$ cat src/rtl/unary_pkg.sv
// ============================================================================
// unary_pkg -- shared state encoding and constants for the unary adder driver.
// Revision: 1.0
// ============================================================================
`default_nettype none

package unary_pkg;

    typedef enum logic [2:0] {
        ST_IDLE   = 3'd0,
        ST_READ   = 3'd1,
        ST_SETTLE = 3'd2,
        ST_WRITE  = 3'd3,
        ST_DONE   = 3'd4
    } state_t;

    localparam int          SUM_W         = 5;
    localparam logic [3:0]  MAX_DIGIT     = 4'd9;
    localparam logic [1:0]  SETTLE_CYCLES = 2'd2;
    localparam logic [4:0]  WRITE_TIMEOUT = 5'd17;

endpackage

`default_nettype wire

$ cat src/rtl/unary_pulse_gen.sv
// ============================================================================
// unary_pulse_gen -- loadable 4-bit down-counter emitting one pulse per count.
// Revision: 1.0
// ============================================================================
`default_nettype none

module unary_pulse_gen (
    input  logic       clk,
    input  logic       rst_n,
    input  logic       load,
    input  logic [3:0] load_val,
    input  logic       dec,
    output logic       pulse,
    output logic       zero
);

    logic [3:0] cnt_q;
    logic [3:0] cnt_d;
    logic       pulse_q;
    logic       pulse_d;

    always_comb begin
        cnt_d = cnt_q;
        if (load) begin
            cnt_d = load_val;
        end else if (dec && (cnt_q != 4'd0)) begin
            cnt_d = cnt_q - 4'd1;
        end
        // The registered pulse tracks the count it will see next cycle, so it
        // lines up with the counter value rather than lagging it.
        pulse_d = (cnt_d != 4'd0);
    end

    always_ff @(posedge clk or negedge rst_n) begin
        if (!rst_n) begin
            cnt_q   <= 4'd0;
            pulse_q <= 1'b0;
        end else begin
            cnt_q   <= cnt_d;
            pulse_q <= pulse_d;
        end
    end

    assign pulse = pulse_q;
    // Counter is empty once the current cycle completes.
    assign zero  = (cnt_d == 4'd0);

endmodule

`default_nettype wire

$ cat src/rtl/unary_driver_9.sv
// ============================================================================
// unary_driver_9 -- sequences one unary add (read, settle, write) on an adder.
// Optional: define UNARY_DRV_TIMEOUT_EN to abort a WRITE phase that overruns.
// Revision: 1.0
// ============================================================================
`default_nettype none

module unary_driver_9
    import unary_pkg::*;
(
    input  logic             clk,
    input  logic             rst_n,
    input  logic             start,
    input  logic [3:0]       op_a,
    input  logic [3:0]       op_b,
    output logic             A,
    output logic             B,
    output logic             en,
    output logic             read_or_write,
    input  logic             dout,
    input  logic             C,
    output logic             busy,
    output logic             done,
    output logic [SUM_W-1:0] sum,
    output logic             carry,
    output logic             err
);

    state_t             state_q, state_d;
    logic [SUM_W-1:0]   sum_q, sum_d;
    logic               carry_q, carry_d;
    logic               err_q, err_d;
    logic [1:0]         settle_q, settle_d;
    logic [4:0]         w_q, w_d;
    logic               en_q, en_d;
    logic               rw_q, rw_d;
    logic               busy_q, busy_d;
    logic               done_q, done_d;

    logic               load;
    logic               dec;
    logic               a_zero;
    logic               b_zero;
    logic [4:0]         w_inc;

    assign dec = (state_q == ST_READ);

    unary_pulse_gen u_gen_a (
        .clk      (clk),
        .rst_n    (rst_n),
        .load     (load),
        .load_val (op_a),
        .dec      (dec),
        .pulse    (A),
        .zero     (a_zero)
    );

    unary_pulse_gen u_gen_b (
        .clk      (clk),
        .rst_n    (rst_n),
        .load     (load),
        .load_val (op_b),
        .dec      (dec),
        .pulse    (B),
        .zero     (b_zero)
    );

    // w only distinguishes the first write cycle; holding it at the timeout
    // value keeps it from wrapping back to zero during a long drain.
    assign w_inc = (w_q == WRITE_TIMEOUT) ? w_q : (w_q + 5'd1);

    always_comb begin
        state_d  = state_q;
        sum_d    = sum_q;
        carry_d  = carry_q;
        err_d    = err_q;
        settle_d = settle_q;
        w_d      = w_q;
        load     = 1'b0;

        if ((state_q == ST_READ) || (state_q == ST_SETTLE) || (state_q == ST_WRITE)) begin
            if (C) begin
                carry_d = 1'b1;
            end
        end

        case (state_q)
            ST_IDLE: begin
                if (start) begin
                    sum_d   = '0;
                    carry_d = 1'b0;
                    err_d   = 1'b0;
                    if ((op_a > MAX_DIGIT) || (op_b > MAX_DIGIT)) begin
                        err_d   = 1'b1;
                        state_d = ST_DONE;
                    end else begin
                        load     = 1'b1;
                        settle_d = 2'd0;
                        w_d      = 5'd0;
                        state_d  = ((op_a == 4'd0) && (op_b == 4'd0)) ? ST_SETTLE : ST_READ;
                    end
                end
            end
            ST_READ: begin
                if (a_zero && b_zero) begin
                    settle_d = 2'd0;
                    state_d  = ST_SETTLE;
                end
            end
            ST_SETTLE: begin
                if (settle_q == (SETTLE_CYCLES - 2'd1)) begin
                    w_d     = 5'd0;
                    state_d = ST_WRITE;
                end else begin
                    settle_d = settle_q + 2'd1;
                end
            end
            ST_WRITE: begin
                // The adder output lags by one cycle, so dout at w=0 is stale.
                if ((w_q != 5'd0) && !dout) begin
                    state_d = ST_DONE;
                end else begin
                    if ((w_q != 5'd0) && (sum_q != {SUM_W{1'b1}})) begin
                        sum_d = sum_q + 1'b1;
                    end
                    w_d = w_inc;
`ifdef UNARY_DRV_TIMEOUT_EN
                    if (w_q == (WRITE_TIMEOUT - 5'd1)) begin
                        err_d   = 1'b1;
                        state_d = ST_DONE;
                    end
`endif
                end
            end
            ST_DONE: begin
                state_d = ST_IDLE;
            end
            default: begin
                state_d = ST_IDLE;
            end
        endcase

        // Outputs are registered from the next state so they align with it.
        en_d   = (state_d == ST_READ) || (state_d == ST_SETTLE) || (state_d == ST_WRITE);
        rw_d   = (state_d == ST_WRITE);
        busy_d = (state_d != ST_IDLE);
        done_d = (state_d == ST_DONE);
    end

    always_ff @(posedge clk or negedge rst_n) begin
        if (!rst_n) begin
            state_q  <= ST_IDLE;
            sum_q    <= '0;
            carry_q  <= 1'b0;
            err_q    <= 1'b0;
            settle_q <= 2'd0;
            w_q      <= 5'd0;
            en_q     <= 1'b0;
            rw_q     <= 1'b0;
            busy_q   <= 1'b0;
            done_q   <= 1'b0;
        end else begin
            state_q  <= state_d;
            sum_q    <= sum_d;
            carry_q  <= carry_d;
            err_q    <= err_d;
            settle_q <= settle_d;
            w_q      <= w_d;
            en_q     <= en_d;
            rw_q     <= rw_d;
            busy_q   <= busy_d;
            done_q   <= done_d;
        end
    end

    assign en            = en_q;
    assign read_or_write = rw_q;
    assign busy          = busy_q;
    assign done          = done_q;
    assign sum           = sum_q;
    assign carry         = carry_q;
    assign err           = err_q;

endmodule

`default_nettype wire

$ cat config.mk
export PLATFORM = sky130hd
export DESIGN_NAME = unary_driver_9
export DESIGN_NICKNAME = d
export VERILOG_FILES = /design/src/rtl/unary_pkg.sv /design/src/rtl/unary_pulse_gen.sv /design/src/rtl/unary_driver_9.sv
export SDC_FILE = /design/constraint.sdc
export NUM_CORES = 1
export LEC_CHECK = 0
export BUFFER_PORTS_ARGS = -buffer_cell sky130_fd_sc_hd__buf_2
export CAP_MARGIN = 20
export CORE_AREA = 5 5 75 94
export CTS_CLUSTER_DIAMETER = 100
export DETAILED_ROUTE_END_ITERATION = 7
export DIE_AREA = 0 0 80 99
export HOLD_SLACK_MARGIN = 0.06
export PLACE_DENSITY = 0.49
export SYNTH_ARGS = -nofsm -noshare
export SYNTH_HDL_FRONTEND = slang
export SYNTH_SLANG_ARGS = --single-unit
$ cat constraint.sdc
create_clock -name clk -period 6.5 [get_ports clk]
set_input_delay 0.325 -clock clk [delete_from_list [all_inputs] [get_ports clk]]
set_output_delay 0.325 -clock clk [all_outputs]
set_load 0.02 [all_outputs]
==> reports/metrics.yaml <==
maxSlewHeadroom_pct: 52.9
ff2ff_setup_slack_ns: 3.64
first_pass_iters: 4
drive_above_1_share_pct: 19.6
area_growth_pct: 16.2
setup_viol: 0
die_x_um: 80
cts-root-buf: "clkbuf_8"
ys_top_cells_by_area: "dfrtp_1, o21ai_0, ha_1, inv_1, a31oi_1"
cp_data_arrival_time_ns: 3.02
io_pins: 26
clockBufferDepth: 2
use_met1_pct: 13.9
start_util_pct: 29.0
post_cts_buffers: 0
cp-end-kind: "flip-flop"
synth-seq-cells: 31
cts_hold_buf: 0
use_met3_pct: 2.74
timing.final.ws_setup_ns: 3.64
drc: 0
clkLatencyLatePin_ns: 0.28
synth_flop_cell: "dfrtp_1"
ys_async_sr_fraction_pct: 100
yosysTopAreaCellShare_pct: 44.0
htree_levels: 2
grt_overflow: 0
status: "finished clean"
clock.fmax_mhz: 350
synthMostInstantiatedCell: "dfrtp_1"
syn_inst: 182
final_hold_viol_count: 0
antenna_found_initial: 0
clock_sinks: 31
min_period_over_period_pct: 44.0
grt_util_met2_pct: 20.5
post-place-ws_ns: 3.68
synth_edf_count: 0
r2r-start: "state_q[0]"
cts_buffers: 5
routedWlPerCell_um: 14.8
hp-class: "input port to async pin"
synth_nets: 203
ys_seq_area_share_pct: 44.0
worst_slew_pin_slew_ns: 0.707
worstPathRequired_ns: 6.66
nNetsFinal: 230
dpl_cell_area_sq_um: 1960
avgViaCountPerCell: 4.99
clk_pin_slew_ns: 0.06
cp-start-kind: "flip-flop"
cts_tree: "built"
ir_drop_uv: 109
wirelength_um: 4350
die_h_um: 99
critPathKind: "flip-flop to flip-flop"
synth_area_leader_cell: "dfrtp_1"
rsz0062_at_grt: "no"
busiest_layer: "met2"
grt_pass1_vias: 1519
ctsResizeCount: 0
slowest_stage: "dfrtp_1"
coreArea_sq_um: 6090
r2r-end: "state_q[0]"
netlist_area_sq_um: 1760
crit_chain: "or3b_1 > o21ai_0 > a31oi_1 > or4_4 > or2_4 > a221o_1"
track_usage_pct: 11.8
slew_violations: 0
critPathMaxFanout: 14
drtIter0Drc: 55
dieArea_sq_um: 7920
io_buffers: 25
grt_pass1_wl_um: 7280
postRouteAntennaNets: 0
rows: 32
max_stage_delay_ns: 0.60
insertedDiodeCount: 0
clock_skew_ns: 0.00266
max_cap_viol_count: 0
vias: 1466
rr_worst_depth: 6
synth.distinct_cells: 46
final_area_sq_um: 2050
dp_hpwl_um: 3210
pwr_density_cell_nw_per_um2: 366
yosysWarnings: 0
fin_hold_ws_ns: 0.0962
setup_tns_ns: 0
avgSynthCellArea_sq_um: 9.69
post-route-min-period_ns: 2.86
grt_max_degree: 32
gp_congestion: 0.807
leakagePower_uw: 0.000898
synth_common_cells: "dfrtp_1, o21ai_0, inv_1, nand2_1"
-- where the power goes --
group | internal, uW | switching [uW] | total [uW]
sequential | 249 | 54.4 | 303
clock | 83.0 | 73.0 | 156
combinational | 119 | 172 | 291
-- how the worst max path moves through the flow --
stage	start	end	slack, ns
after floorplan	state_q[1]	state_q[0]	3.85
after global placement	state_q[0]	state_q[0]	3.67
after detailed placement	state_q[0]	state_q[0]	3.68
after CTS	state_q[0]	state_q[0]	3.66
after global routing	state_q[0]	state_q[0]	3.50
final	state_q[0]	state_q[0]	3.64
-- cells by family (layout without fill, tap and decap cells) --
group,Yosys count,after routing,synth area share (%)
compound gates,49,49,17.3
xor+xnor,2,2,0.993
fa+ha+maj,8,8,5.67
buf+inv,20,47,5.18
flops,31,31,44.0
mux,1,1,0.567
simple gates,71,71,26.3
-- sequential cells by signal (all words and copies together), names as in the netlist, 2 cells and up --
name,count
sum,5
w_q,5
u_gen_a.cnt_q,4
u_gen_b.cnt_q,4
state_q,3
settle_q,2
-- routing by layer --
metal  wire length, um  part of all wire (%)  vias up
met4                69                   1.6        0
met3               170                   3.9        7
met1              1910                    44      699
met2              2200                    51       29
met5                 0                     0        -
li1                  -                     -      731
-- critical path, delay by kind of cell, from the launching register on --
family | cells | cell delay (ns)
AOI/OAI and AO/OA | 3 | 0.72
DFF | 1 | 0.60
and+or+nand+nor | 3 | 1.41
-- layout by cell type, fill, tap and decap left out, types with 2 or more instances in the layout --
master    count
a31o_1        2
nor4b_1       2
dfrtp_1      31
nand3_1       8
nor3b_1       4
nor2_1        8
or4_1         2
o21ai_0      23
buf_2        25
inv_1        14
nand4b_1      3
a31oi_1       7
a21o_1        2
o31ai_1       2
nor4_1        7
a21oi_1       3
o21a_1        3
nand2_1      11
clkbuf_8      6
and3_1        4
or4_4         2
or3_1         5
nor3_1        3
ha_1          8
xor2_1        2
-- area by class of cell --
| cell class | count | area (sq um) |
|---|---|---|
| clock inverters | 1 | 5.00 |
| well taps | 85 | 106 |
| inverters | 14 | 52.6 |
| clock buffers | 6 | 82.6 |
| fillers | 654 | 4040 |
| repair buffers | 26 | 130 |
| flip-flops and latches | 31 | 776 |
| multi-input cells | 131 | 897 |
-- through the flow --
step,utilization [%],std cells,power (uW)
global placement,32.2,286,598
global route,33.7,294,805
floorplan,-,182,512
CTS,33.6,293,756
detailed placement,32.2,286,597
finish,33.7,294,750
No activity file was read; power rests on OpenSTA's default activity.
